File: config.mk
export PLATFORM = sky130hd
export DESIGN_NAME = decode_packet
export DESIGN_NICKNAME = d
export VERILOG_FILES = /design/src/rtl/decode_packet.sv
export SDC_FILE = /design/constraint.sdc
export NUM_CORES = 1
export LEC_CHECK = 0
export ABC_AREA = 1
export CAP_MARGIN = 0
export CORE_ASPECT_RATIO = 1.4
export CORE_MARGIN = 8
export CORE_UTILIZATION = 41
export DETAILED_ROUTE_END_ITERATION = 8
export PLACE_DENSITY_LB_ADDON = 0.15
export SYNTH_ARGS = -nofsm -noshare
export SYNTH_HDL_FRONTEND = slang
export SYNTH_SLANG_ARGS = --single-unit
File: constraint.sdc
create_clock -name clock -period 3.39 [get_ports clock]
set_input_delay 0.8475 -clock clock [delete_from_list [all_inputs] [get_ports clock]]
set_output_delay 0.8475 -clock clock [all_outputs]
set_load 0.02 [all_outputs]
File: src/rtl/decode_packet.sv
// ---------------------------------------------------------------------------
// decode_packet
//   USB 2.0 receive-side packet decoder. Consumes the ULPI Rx byte stream
//   (PID first) and decodes token, handshake and data packets:
//     - tokens: ADDR/ENDP extraction plus CRC5 residual check
//     - handshakes: type reported with a 1-cycle pulse
//     - data: payload forwarded with the two CRC16 bytes stripped, CRC16 and
//       length status reported at end of packet
//   All outputs are registered; end-of-packet pulses appear one cycle after
//   the last byte is accepted.
//
// Handshake semantics: a byte is transferred on every clock where
// rx_tvalid_i is high (rx_tready_o is tied high, the USB receiver cannot be
// stalled). rx_tlast_i is only looked at together with rx_tvalid_i. The
// payload output has no back-pressure: the sink takes every cycle where
// out_tvalid_o is high.
//
// Ports
//   clock, reset         60 MHz clock, synchronous active-high reset
//   rx_tvalid_i/_tready_o/_tlast_i/_tdata_i   Rx byte stream in
//   tok_recv_o, tok_type_o, tok_addr_o, tok_endp_o   decoded token
//   hsk_recv_o, hsk_type_o                           decoded handshake
//   out_start_o, out_type_o                          DATAx PID accepted
//   out_tvalid_o, out_tlast_o, out_tdata_o           payload stream out
//   dat_done_o, dat_crc_ok_o                         data packet status
//   rx_err_o                                         framing / CRC5 error
//   dbg_state_o                                      current FSM state
// ---------------------------------------------------------------------------
module decode_packet #(
    parameter int MAX_LENGTH = 1024
) (
    input  logic       clock,
    input  logic       reset,
    input  logic       rx_tvalid_i,
    output logic       rx_tready_o,
    input  logic       rx_tlast_i,
    input  logic [7:0] rx_tdata_i,
    output logic       tok_recv_o,
    output logic [1:0] tok_type_o,
    output logic [6:0] tok_addr_o,
    output logic [3:0] tok_endp_o,
    output logic       hsk_recv_o,
    output logic [1:0] hsk_type_o,
    output logic       out_start_o,
    output logic [1:0] out_type_o,
    output logic       out_tvalid_o,
    output logic       out_tlast_o,
    output logic [7:0] out_tdata_o,
    output logic       dat_done_o,
    output logic       dat_crc_ok_o,
    output logic       rx_err_o,
    output logic [2:0] dbg_state_o
);

    typedef enum logic [2:0] {
        ST_IDLE = 3'd0,
        ST_TOK1 = 3'd1,
        ST_TOK2 = 3'd2,
        ST_DATA = 3'd3,
        ST_DROP = 3'd4
    } state_t;

    localparam logic [10:0] LP_MAX = 11'(MAX_LENGTH);
    localparam logic [10:0] LP_SAT = 11'(MAX_LENGTH + 1);

    // CRC5 shift register (x^5 + x^2 + 1), init all ones, bits LSB first.
    // Running it over the 11 data bits plus the transmitted CRC field leaves
    // the fixed residual 5'b01100 on a good token.
    function automatic logic [4:0] crc5_16(input logic [15:0] d);
        logic [4:0] c;
        logic       fb;
        c = 5'h1F;
        for (int i = 0; i < 16; i++) begin
            fb = d[i] ^ c[4];
            c  = {c[3:0], 1'b0};
            if (fb) c = c ^ 5'h05;
        end
        return c;
    endfunction

    // CRC16 (x^16 + x^15 + x^2 + 1), one byte, bits LSB first.
    function automatic logic [15:0] crc16_byte(input logic [15:0] c_in, input logic [7:0] d);
        logic [15:0] c;
        logic        fb;
        c = c_in;
        for (int i = 0; i < 8; i++) begin
            fb = d[i] ^ c[15];
            c  = {c[14:0], 1'b0};
            if (fb) c = c ^ 16'h8005;
        end
        return c;
    endfunction

    function automatic logic [15:0] bitrev16(input logic [15:0] v);
        logic [15:0] r;
        for (int i = 0; i < 16; i++) r[i] = v[15-i];
        return r;
    endfunction

    state_t      r_state,      w_state_nxt;
    logic [1:0]  r_pid_type,   w_pid_type_nxt;
    logic [7:0]  r_tok1,       w_tok1_nxt;
    logic [7:0]  r_dly0,       w_dly0_nxt;     // oldest byte in the delay line
    logic [7:0]  r_dly1,       w_dly1_nxt;
    logic [1:0]  r_fill,       w_fill_nxt;     // bytes held in the delay line
    logic [10:0] r_cnt,        w_cnt_nxt;      // payload bytes shifted out
    logic [15:0] r_crc,        w_crc_nxt;
    logic        r_tok_recv,   w_tok_recv_nxt;
    logic [1:0]  r_tok_type,   w_tok_type_nxt;
    logic [6:0]  r_tok_addr,   w_tok_addr_nxt;
    logic [3:0]  r_tok_endp,   w_tok_endp_nxt;
    logic        r_hsk_recv,   w_hsk_recv_nxt;
    logic [1:0]  r_hsk_type,   w_hsk_type_nxt;
    logic        r_out_start,  w_out_start_nxt;
    logic [1:0]  r_out_type,   w_out_type_nxt;
    logic        r_out_tvalid, w_out_tvalid_nxt;
    logic        r_out_tlast,  w_out_tlast_nxt;
    logic [7:0]  r_out_tdata,  w_out_tdata_nxt;
    logic        r_dat_done,   w_dat_done_nxt;
    logic        r_dat_ok,     w_dat_ok_nxt;
    logic        r_rx_err,     w_rx_err_nxt;

    logic        w_pid_ok;
    logic [4:0]  w_tok_res;
    logic [15:0] w_crc_emit;
    logic        w_can_fwd;
    logic [10:0] w_cnt_inc;
    logic        w_zlp_ok;
    logic        w_end_ok;

    assign w_pid_ok   = (rx_tdata_i[7:4] == ~rx_tdata_i[3:0]);
    assign w_tok_res  = crc5_16({rx_tdata_i, r_tok1});
    // CRC including the byte that leaves the delay line this cycle.
    assign w_crc_emit = crc16_byte(r_crc, r_dly0);
    assign w_can_fwd  = (r_cnt < LP_MAX);
    assign w_cnt_inc  = (r_cnt == LP_SAT) ? r_cnt : r_cnt + 11'd1;
    // The CRC field goes out low byte first, so the current byte is the high half.
    assign w_zlp_ok   = ({rx_tdata_i, r_dly0} == ~bitrev16(r_crc));
    assign w_end_ok   = ({rx_tdata_i, r_dly1} == ~bitrev16(w_crc_emit));

    always_comb begin
        w_state_nxt      = r_state;
        w_pid_type_nxt   = r_pid_type;
        w_tok1_nxt       = r_tok1;
        w_dly0_nxt       = r_dly0;
        w_dly1_nxt       = r_dly1;
        w_fill_nxt       = r_fill;
        w_cnt_nxt        = r_cnt;
        w_crc_nxt        = r_crc;
        w_tok_recv_nxt   = 1'b0;
        w_tok_type_nxt   = r_tok_type;
        w_tok_addr_nxt   = r_tok_addr;
        w_tok_endp_nxt   = r_tok_endp;
        w_hsk_recv_nxt   = 1'b0;
        w_hsk_type_nxt   = r_hsk_type;
        w_out_start_nxt  = 1'b0;
        w_out_type_nxt   = r_out_type;
        w_out_tvalid_nxt = 1'b0;
        w_out_tlast_nxt  = 1'b0;
        w_out_tdata_nxt  = r_out_tdata;
        w_dat_done_nxt   = 1'b0;
        w_dat_ok_nxt     = 1'b0;
        w_rx_err_nxt     = 1'b0;

        if (rx_tvalid_i) begin
            case (r_state)
                ST_IDLE: begin
                    if (!w_pid_ok) begin
                        w_rx_err_nxt = 1'b1;
                        if (!rx_tlast_i) w_state_nxt = ST_DROP;
                    end else begin
                        case (rx_tdata_i[1:0])
                            2'b01: begin
                                if (rx_tlast_i) begin
                                    w_rx_err_nxt = 1'b1;
                                end else begin
                                    w_pid_type_nxt = rx_tdata_i[3:2];
                                    w_state_nxt    = ST_TOK1;
                                end
                            end
                            2'b10: begin
                                if (rx_tlast_i) begin
                                    w_hsk_recv_nxt = 1'b1;
                                    w_hsk_type_nxt = rx_tdata_i[3:2];
                                end else begin
                                    w_state_nxt = ST_DROP;
                                end
                            end
                            2'b11: begin
                                w_out_start_nxt = 1'b1;
                                w_out_type_nxt  = rx_tdata_i[3:2];
                                w_crc_nxt       = 16'hFFFF;
                                w_fill_nxt      = 2'd0;
                                w_cnt_nxt       = 11'd0;
                                if (rx_tlast_i) begin
                                    w_dat_done_nxt = 1'b1;
                                end else begin
                                    w_state_nxt = ST_DATA;
                                end
                            end
                            default: begin
                                // PING/SPLIT/PRE/reserved are not handled here.
                                if (!rx_tlast_i) w_state_nxt = ST_DROP;
                            end
                        endcase
                    end
                end
                ST_TOK1: begin
                    w_tok1_nxt = rx_tdata_i;
                    if (rx_tlast_i) begin
                        w_rx_err_nxt = 1'b1;
                        w_state_nxt  = ST_IDLE;
                    end else begin
                        w_state_nxt = ST_TOK2;
                    end
                end
                ST_TOK2: begin
                    if (rx_tlast_i) begin
                        w_state_nxt = ST_IDLE;
                        if (w_tok_res == 5'b01100) begin
                            w_tok_recv_nxt = 1'b1;
                            w_tok_type_nxt = r_pid_type;
                            w_tok_addr_nxt = r_tok1[6:0];
                            w_tok_endp_nxt = {rx_tdata_i[2:0], r_tok1[7]};
                        end else begin
                            w_rx_err_nxt = 1'b1;
                        end
                    end else begin
                        w_rx_err_nxt = 1'b1;
                        w_state_nxt  = ST_DROP;
                    end
                end
                ST_DATA: begin
                    if (r_fill != 2'd2) begin
                        if (r_fill == 2'd0) w_dly0_nxt = rx_tdata_i;
                        else                w_dly1_nxt = rx_tdata_i;
                        w_fill_nxt = r_fill + 2'd1;
                    end else begin
                        // Once the length limit is hit the byte still moves
                        // through the line (and CRC) but is not forwarded.
                        if (w_can_fwd) begin
                            w_out_tvalid_nxt = 1'b1;
                            w_out_tdata_nxt  = r_dly0;
                            w_out_tlast_nxt  = rx_tlast_i;
                        end
                        w_crc_nxt  = w_crc_emit;
                        w_cnt_nxt  = w_cnt_inc;
                        w_dly0_nxt = r_dly1;
                        w_dly1_nxt = rx_tdata_i;
                    end
                    if (rx_tlast_i) begin
                        w_state_nxt    = ST_IDLE;
                        w_dat_done_nxt = 1'b1;
                        case (r_fill)
                            2'd1:    w_dat_ok_nxt = w_zlp_ok;
                            2'd2:    w_dat_ok_nxt = w_end_ok && (w_cnt_inc <= LP_MAX);
                            default: w_dat_ok_nxt = 1'b0;
                        endcase
                    end
                end
                ST_DROP: begin
                    if (rx_tlast_i) w_state_nxt = ST_IDLE;
                end
                default: begin
                    w_state_nxt = ST_IDLE;
                end
            endcase
        end
    end

    always_ff @(posedge clock) begin
        if (reset) begin
            r_state      <= ST_IDLE;
            r_pid_type   <= 2'd0;
            r_tok1       <= 8'd0;
            r_dly0       <= 8'd0;
            r_dly1       <= 8'd0;
            r_fill       <= 2'd0;
            r_cnt        <= 11'd0;
            r_crc        <= 16'hFFFF;
            r_tok_recv   <= 1'b0;
            r_tok_type   <= 2'd0;
            r_tok_addr   <= 7'd0;
            r_tok_endp   <= 4'd0;
            r_hsk_recv   <= 1'b0;
            r_hsk_type   <= 2'd0;
            r_out_start  <= 1'b0;
            r_out_type   <= 2'd0;
            r_out_tvalid <= 1'b0;
            r_out_tlast  <= 1'b0;
            r_out_tdata  <= 8'd0;
            r_dat_done   <= 1'b0;
            r_dat_ok     <= 1'b0;
            r_rx_err     <= 1'b0;
        end else begin
            r_state      <= w_state_nxt;
            r_pid_type   <= w_pid_type_nxt;
            r_tok1       <= w_tok1_nxt;
            r_dly0       <= w_dly0_nxt;
            r_dly1       <= w_dly1_nxt;
            r_fill       <= w_fill_nxt;
            r_cnt        <= w_cnt_nxt;
            r_crc        <= w_crc_nxt;
            r_tok_recv   <= w_tok_recv_nxt;
            r_tok_type   <= w_tok_type_nxt;
            r_tok_addr   <= w_tok_addr_nxt;
            r_tok_endp   <= w_tok_endp_nxt;
            r_hsk_recv   <= w_hsk_recv_nxt;
            r_hsk_type   <= w_hsk_type_nxt;
            r_out_start  <= w_out_start_nxt;
            r_out_type   <= w_out_type_nxt;
            r_out_tvalid <= w_out_tvalid_nxt;
            r_out_tlast  <= w_out_tlast_nxt;
            r_out_tdata  <= w_out_tdata_nxt;
            r_dat_done   <= w_dat_done_nxt;
            r_dat_ok     <= w_dat_ok_nxt;
            r_rx_err     <= w_rx_err_nxt;
        end
    end

    assign rx_tready_o  = 1'b1;
    assign tok_recv_o   = r_tok_recv;
    assign tok_type_o   = r_tok_type;
    assign tok_addr_o   = r_tok_addr;
    assign tok_endp_o   = r_tok_endp;
    assign hsk_recv_o   = r_hsk_recv;
    assign hsk_type_o   = r_hsk_type;
    assign out_start_o  = r_out_start;
    assign out_type_o   = r_out_type;
    assign out_tvalid_o = r_out_tvalid;
    assign out_tlast_o  = r_out_tlast;
    assign out_tdata_o  = r_out_tdata;
    assign dat_done_o   = r_dat_done;
    assign dat_crc_ok_o = r_dat_ok;
    assign rx_err_o     = r_rx_err;
    assign dbg_state_o  = r_state;

endmodule
==> flow_summary.ini, run 1 <==
[outcome]
outcome = finished, final reports clean

[cells_and_area]
n_antenna_cell = 0
drive_above_1_share_pct = 7.69
fin_area_sq_um = 5910
syn_to_final_growth_pct = 19.5
fill_cells = 1197
fin_nets = 806

[worst_hold_path]
worstHoldPathType = register to register

[floorplan]
fp.dieH_microns = 146
io_pins = 49
dieArea_sq_um = 15900
start_util_pct = 41.8
design.core.area_sq_um = 11800
die_w_microns = 109
rows = 47

[synth]
ys_seq_area_share_pct = 36.8
yosysTopAreaCellShare_pct = 36.8
synthFlopType = dfxtp_1
ys_ff_latch = 91
syn_avg_cell_area_sq_um = 6.68
synth.area.top_cells = dfxtp_1, nand2_1, nor2_1
synth.distinct_cells = 38
syn_area_sq_um = 4940
yosys_warnings = 0
synth_cells = 740
synthTopCellsByCount = nand2_1, dfxtp_1, nor2_1, inv_1, nand3_1
yosysMostFrequentCell = nand2_1
synth_top_cell_by_area = dfxtp_1
ys_async_sr_fraction_pct = 0
syn_nets = 758
synth_edf_count = 0

[global_route]
grt_pass1_vias = 4752
grt_pass1_wl_mm = 23.9
antenna_found_initial = 0
gr-total-overflow = 0
grt_max_degree = 68
grtUsageTotal_pct = 19.1

[detailed_routing]
wl_per_cell_microns = 15.5
drt-total-wl_mm = 14.6
vias = 4938
dr.pass1.iters = 5
drt_iter0_drc = 262
drc_errors = 0
via_per_inst = 5.25
drtAntennaViolNets = 0

[sta]
setup_violations = 0
slew_violations = 0
period_needed_ns = 2.98
worst_pin_slew_ns = 0.590
rsz0062_at_grt = no
hold_viol = 0
setup_tns_ns = 0
fmax_ghz = 0.336
min_period_over_period_pct = 87.8
maxSlewHeadroom_pct = 60.3
fin_skew_ns = 0.0105

[placed_design]
dp_hpwl_mm = 10.9
place.gp.congestion = 0.894
place_area_sq_um = 5620
portBuffers = 47

[critical_path]
end_kind = register
startpoint_type = input port
path_class = input port to register
crit_chain = clkdlybuf4s50_1 -> nor2_1 -> nor4_1 -> nand2_1 -> inv_2 -> nor2_1 -> nor3_2 -> nand2_1 -> buf_4 -> o22ai_1 -> nand2_1
critPathRequiredTime_ns = 3.63
slowest_delay_ns = 0.67
cp_top_family = simple AND/OR/NAND/NOR gates
crit_fanout = 9
crit_buf_inv = 3
critPathArrivalTime_ns = 3.22
crit_slowest_cell = clkdlybuf4s50_1
cp_common_cell = nand2_1

[flow_run]
drv_cap = 0

[clock_tree]
cts_resized = 0
cts_setup_buffers = 0
cts_root_buffer = clkbuf_16
cts_tree = done
h-tree-depth = 3
cts_buffers = 9
clkTransAtPathRegs_ns = 0.07
cts_sinks = 91
worstSkewPairLatency_ns = 0.36
cts_buffer_depth = 2
cts_hold_buf = 0

[power_and_ir_drop]
switching_share_pct = 28.2
p_int_mw = 1.70
power.net_switching_mw = 0.666
clkPwrFrac_pct = 42.5
leakage_nw = 2.58
power_frac_seq_pct = 46.3
combPwrFrac_pct = 11.2
power.density_nw_per_um2 = 400
ir_drop_uv = 219
-- worst register-to-register path, delay by kind of cell (launching register included) --
kind	cells	cell delay [ns]
buf+inv	2	0.26
flops	1	0.32
simple gates	13	1.08
compound gates	2	0.28
fa+ha+maj	1	0.42
-- power by group through the flow --
stage | clock, mW | sequential [mW] | combinational, mW
finish | 1.01 | 1.09 | 0.264
global route | 1.07 | 1.10 | 0.290
CTS | 1.03 | 1.09 | 0.263
detailed placement | 0 | 1.12 | 0.262
global placement | 0 | 1.12 | 0.261
floorplan | 0 | 1.12 | 0.180
-- cell usage in the layout (no fill, tap or decap), drive strengths merged, types with 14 or more instances in the layout --
master / count
clkdlybuf4s50: 47
a21oi: 51
xnor2: 18
xor2: 14
nand3: 55
nand2: 196
inv: 83
nor2: 83
dfxtp: 91
buf: 19
o21ai: 55
-- cell type report --
type / count / area [sq um] / share of cell area [%]
inverters: 80 / 300 / 5.08
well taps: 147 / 184 / 3.11
clock inverters: 7 / 66.3 / 1.12
multi-input cells: 540 / 2680 / 45.4
flip-flops and latches: 91 / 1820 / 30.8
clock buffers: 9 / 225 / 3.81
repair buffers: 66 / 626 / 10.6
-- final timing paths --
kind	start	endpoint	slack, ns	depth (start not counted)
max	rx_tdata_i[6]	r_crc[8]	0.41	11
min	r_pid_type[1]	r_pid_type[1]	0.46	2
max reg2reg	r_fill[0]	dat_crc_ok_o	0.96	18
min reg2reg	r_pid_type[1]	r_pid_type[1]	0.46	2
-- routing by layer --
layer  routed length (microns)  part of all wire (%)  global-route usage (%)  up-vias
li1                          -                     -                       -     2495
met2                      7320                    50                    32.2      128
met1                      6190                    42                    22.0     2277
met4                       494                   3.4                    9.14        0
met5                         0                     0                       0        -
met3                       606                   4.1                    3.90       38
-- metrics by stage --
| step | utilization, % | power [mW] | worst slack (ns) | instances | hold slack, ns |
|---|---|---|---|---|---|
| 4_1_cts | 50.0 | 2.39 | 0.445 | 940 | 0.457 |
| 3_5_place_dp | 47.5 | 1.38 | 0.0606 | 924 | 0.444 |
| 6_report | 50.0 | 2.36 | 0.412 | 940 | 0.455 |
| 3_3_place_gp | 47.5 | 1.38 | 0.0273 | 924 | 0.438 |
| 5_1_grt | 50.0 | 2.46 | 0.264 | 940 | 0.479 |
| 2_1_floorplan | - | 1.30 | 0.872 | 740 | 0.424 |
-- state kept, by name, indices dropped and copies added, names as in the netlist, 3 cells and up --
name,count
tok_addr_o,7
r_cnt,11
r_dly1,8
out_tdata_o,8
r_tok1,8
r_dly0,8
r_crc,16
tok_endp_o,4
dbg_state_o,3
-- cells by family (layout without fill, tap and decap cells) --
group / after synthesis / count (layout) / share of synthesized area [%]
AO/OA/AOI/OAI: 136 / 136 / 14.9
XOR/XNOR: 32 / 32 / 6.12
adder cells (fa/ha/maj): 6 / 6 / 1.52
buffers and inverters: 109 / 162 / 8.88
flip-flops: 91 / 91 / 36.8
multiplexers: 1 / 1 / 0.202
other: 1 / 1 / 0.0758
AND/OR/NAND/NOR: 364 / 364 / 31.4
Note: power is estimated with default switching activity, not from simulation.
==> run 2: changes to the inputs <==
--- a/config.mk
+++ b/config.mk
@@ -11,7 +11,9 @@
 export CORE_MARGIN = 8
 export CORE_UTILIZATION = 41
 export DETAILED_ROUTE_END_ITERATION = 8
+export DONT_BUFFER_PORTS = 1
 export PLACE_DENSITY_LB_ADDON = 0.15
 export SYNTH_ARGS = -nofsm -noshare
 export SYNTH_HDL_FRONTEND = slang
 export SYNTH_SLANG_ARGS = --single-unit
+export TNS_END_PERCENT = 100
==> run 2 against run 1 <==
  * Non-clock buffer count fell by 59
  * Clock power barely moved
  * Design area fell by 9.5%
  * First-iteration DRC count rose by 5.7%
  * Global-route usage rose by 0.32 points
  * Largest cell class unchanged
==> flow_summary.ini, run 2 (synthesis gave the netlist of run 1 again) <==
[clock_tree]
cts_hold_buf = 0
cts_setup_buffers = 0
cts_buffers = 9
cts_tree = done
cts_resized = 0
worstSkewPairLatency_ns = 0.34
cts_sinks = 91
cts_buffer_depth = 2
cts_root_buffer = clkbuf_16
h-tree-depth = 3
clkTransAtPathRegs_ns = 0.07

[cells_and_area]
post-route-util_pct = 45.2
top_register = r_crc
syn_to_final_growth_pct = 8.10
largestRegisters = r_crc: 16 flops, r_cnt: 11 flops
drive_above_1_share_pct = 6.55
fin_nets = 747
largest_reg_flops = 16
final_cell_mix = nand2_1, dfxtp_1, nor2_1
n_antenna_cell = 0
final_common_cell = nand2_1
fin_area_sq_um = 5350

[floorplan]
die_w_microns = 109
io_pins = 49
fp.dieH_microns = 146
design.core.area_sq_um = 11800
rows = 47
dieArea_sq_um = 15900
start_util_pct = 41.8

[global_route]
antenna_found_initial = 0
gr-total-overflow = 0
grt_pass1_vias = 4518
grt_max_degree = 50
grt_pass1_wl_mm = 24.0
grtUsageTotal_pct = 19.4

[sta]
setup_violations = 0
slew_violations = 0
fin_skew_ns = 0.00748
fin_hold_ws_ns = 0.449
min_period_over_period_pct = 71.4
worst_pin_slew_ns = 0.919
period_needed_ns = 2.42
rsz0062_at_grt = no
setup_tns_ns = 0
fmax_ghz = 0.413
hold_viol = 0
maxSlewHeadroom_pct = 38.5

[detailed_routing]
drt_iter0_drc = 277
wl_per_cell_microns = 17.0
via_per_inst = 5.34
dr.pass1.iters = 5
drt-total-wl_mm = 15.0
drc_errors = 0
vias = 4701
drtAntennaViolNets = 0

[critical_path]
end_kind = register
critPathLaunch = r_crc[15]
critPathArrivalTime_ns = 2.69
r2r-start = r_crc[15]
crit_fanout = 6
path_class = register to register
startpoint_type = register
critPathRequiredTime_ns = 3.66

[power_and_ir_drop]
power.density_nw_per_um2 = 433
total_power_mw = 2.31
leakage_nw = 2.36
ir_drop_uv = 253

[worst_hold_path]
min-delay-start = r_pid_type[0]
worstHoldPathType = register to register

[outcome]
outcome = finished, final reports clean

[placed_design]
portBuffers = 0
dp_hpwl_mm = 11.4
place_area_sq_um = 5050
place.gp.congestion = 0.958

[flow_run]
drv_cap = 0
-- run 2: cell count changes in the layout (fill, tap and decap cells not counted) --
cell             before  now
clkdlybuf4s50_1      47    0
buf_4                18    6
inv_8                 3    0
clkinv_2              0    2
bufinv_16             0    1
clkinvlp_4            2    1
-- run 2: per-stage QoR --
step,setup slack [ns],cells
after floorplan,0.872,740
after global placement,0.764,865
after detailed placement,0.659,865
after CTS,0.978,880
after global routing,0.657,880
final,0.970,880
-- run 2: cell type report --
type                    count  area (sq um)
repair buffers              7          65.1
inverters                  80           300
well taps                 147           184
multi-input cells         540          2680
flip-flops and latches     91          1820
clock buffers               9           225
fillers                  1249          6470
clock inverters             6          65.1
-- run 2: where the power goes --
| group | switching, mW | total, mW | internal, mW |
|---|---|---|---|
| Clock | 0.433 | 1.00 | 0.569 |
| Sequential | 0.0206 | 1.10 | 1.08 |
| Combinational | 0.134 | 0.210 | 0.0760 |
-- run 2: worst max-delay path, stage by stage (launching register included) --
cell and delay [ns]:
dfxtp_1 0.47, inv_1 0.09, nand2_1 0.06, nand2_1 0.08
nand2_2 0.13, nand2_2 0.11, nand2_1 0.09, nand3_1 0.13
nand3_2 0.15, nand2_1 0.11, nand2_1 0.09, nand3_1 0.10
nand3_1 0.20, nand2_1 0.13, nand2_1 0.10, nand3_1 0.07
nand2_1 0.06, nand2_1 0.05, a21oi_1 0.13
-- run 2: per-layer routing --
metal | GRT usage [%] | part of all wire (%) | vias up
li1 | - | - | 2378
met1 | 21.5 | 41 | 2169
met2 | 32.9 | 50 | 119
met3 | 4.43 | 5.0 | 35
met4 | 10.6 | 4.0 | 0
met5 | 0 | 0 | -
-- run 2: path summary, 6_finish.rpt --
kind | endpoint | slack (ns) | cells after the start
min | r_pid_type[0] | 0.45 | 2
min reg2reg | r_pid_type[0] | 0.45 | 2
max reg2reg | dat_crc_ok_o | 0.97 | 18
max | dat_crc_ok_o | 0.97 | 18
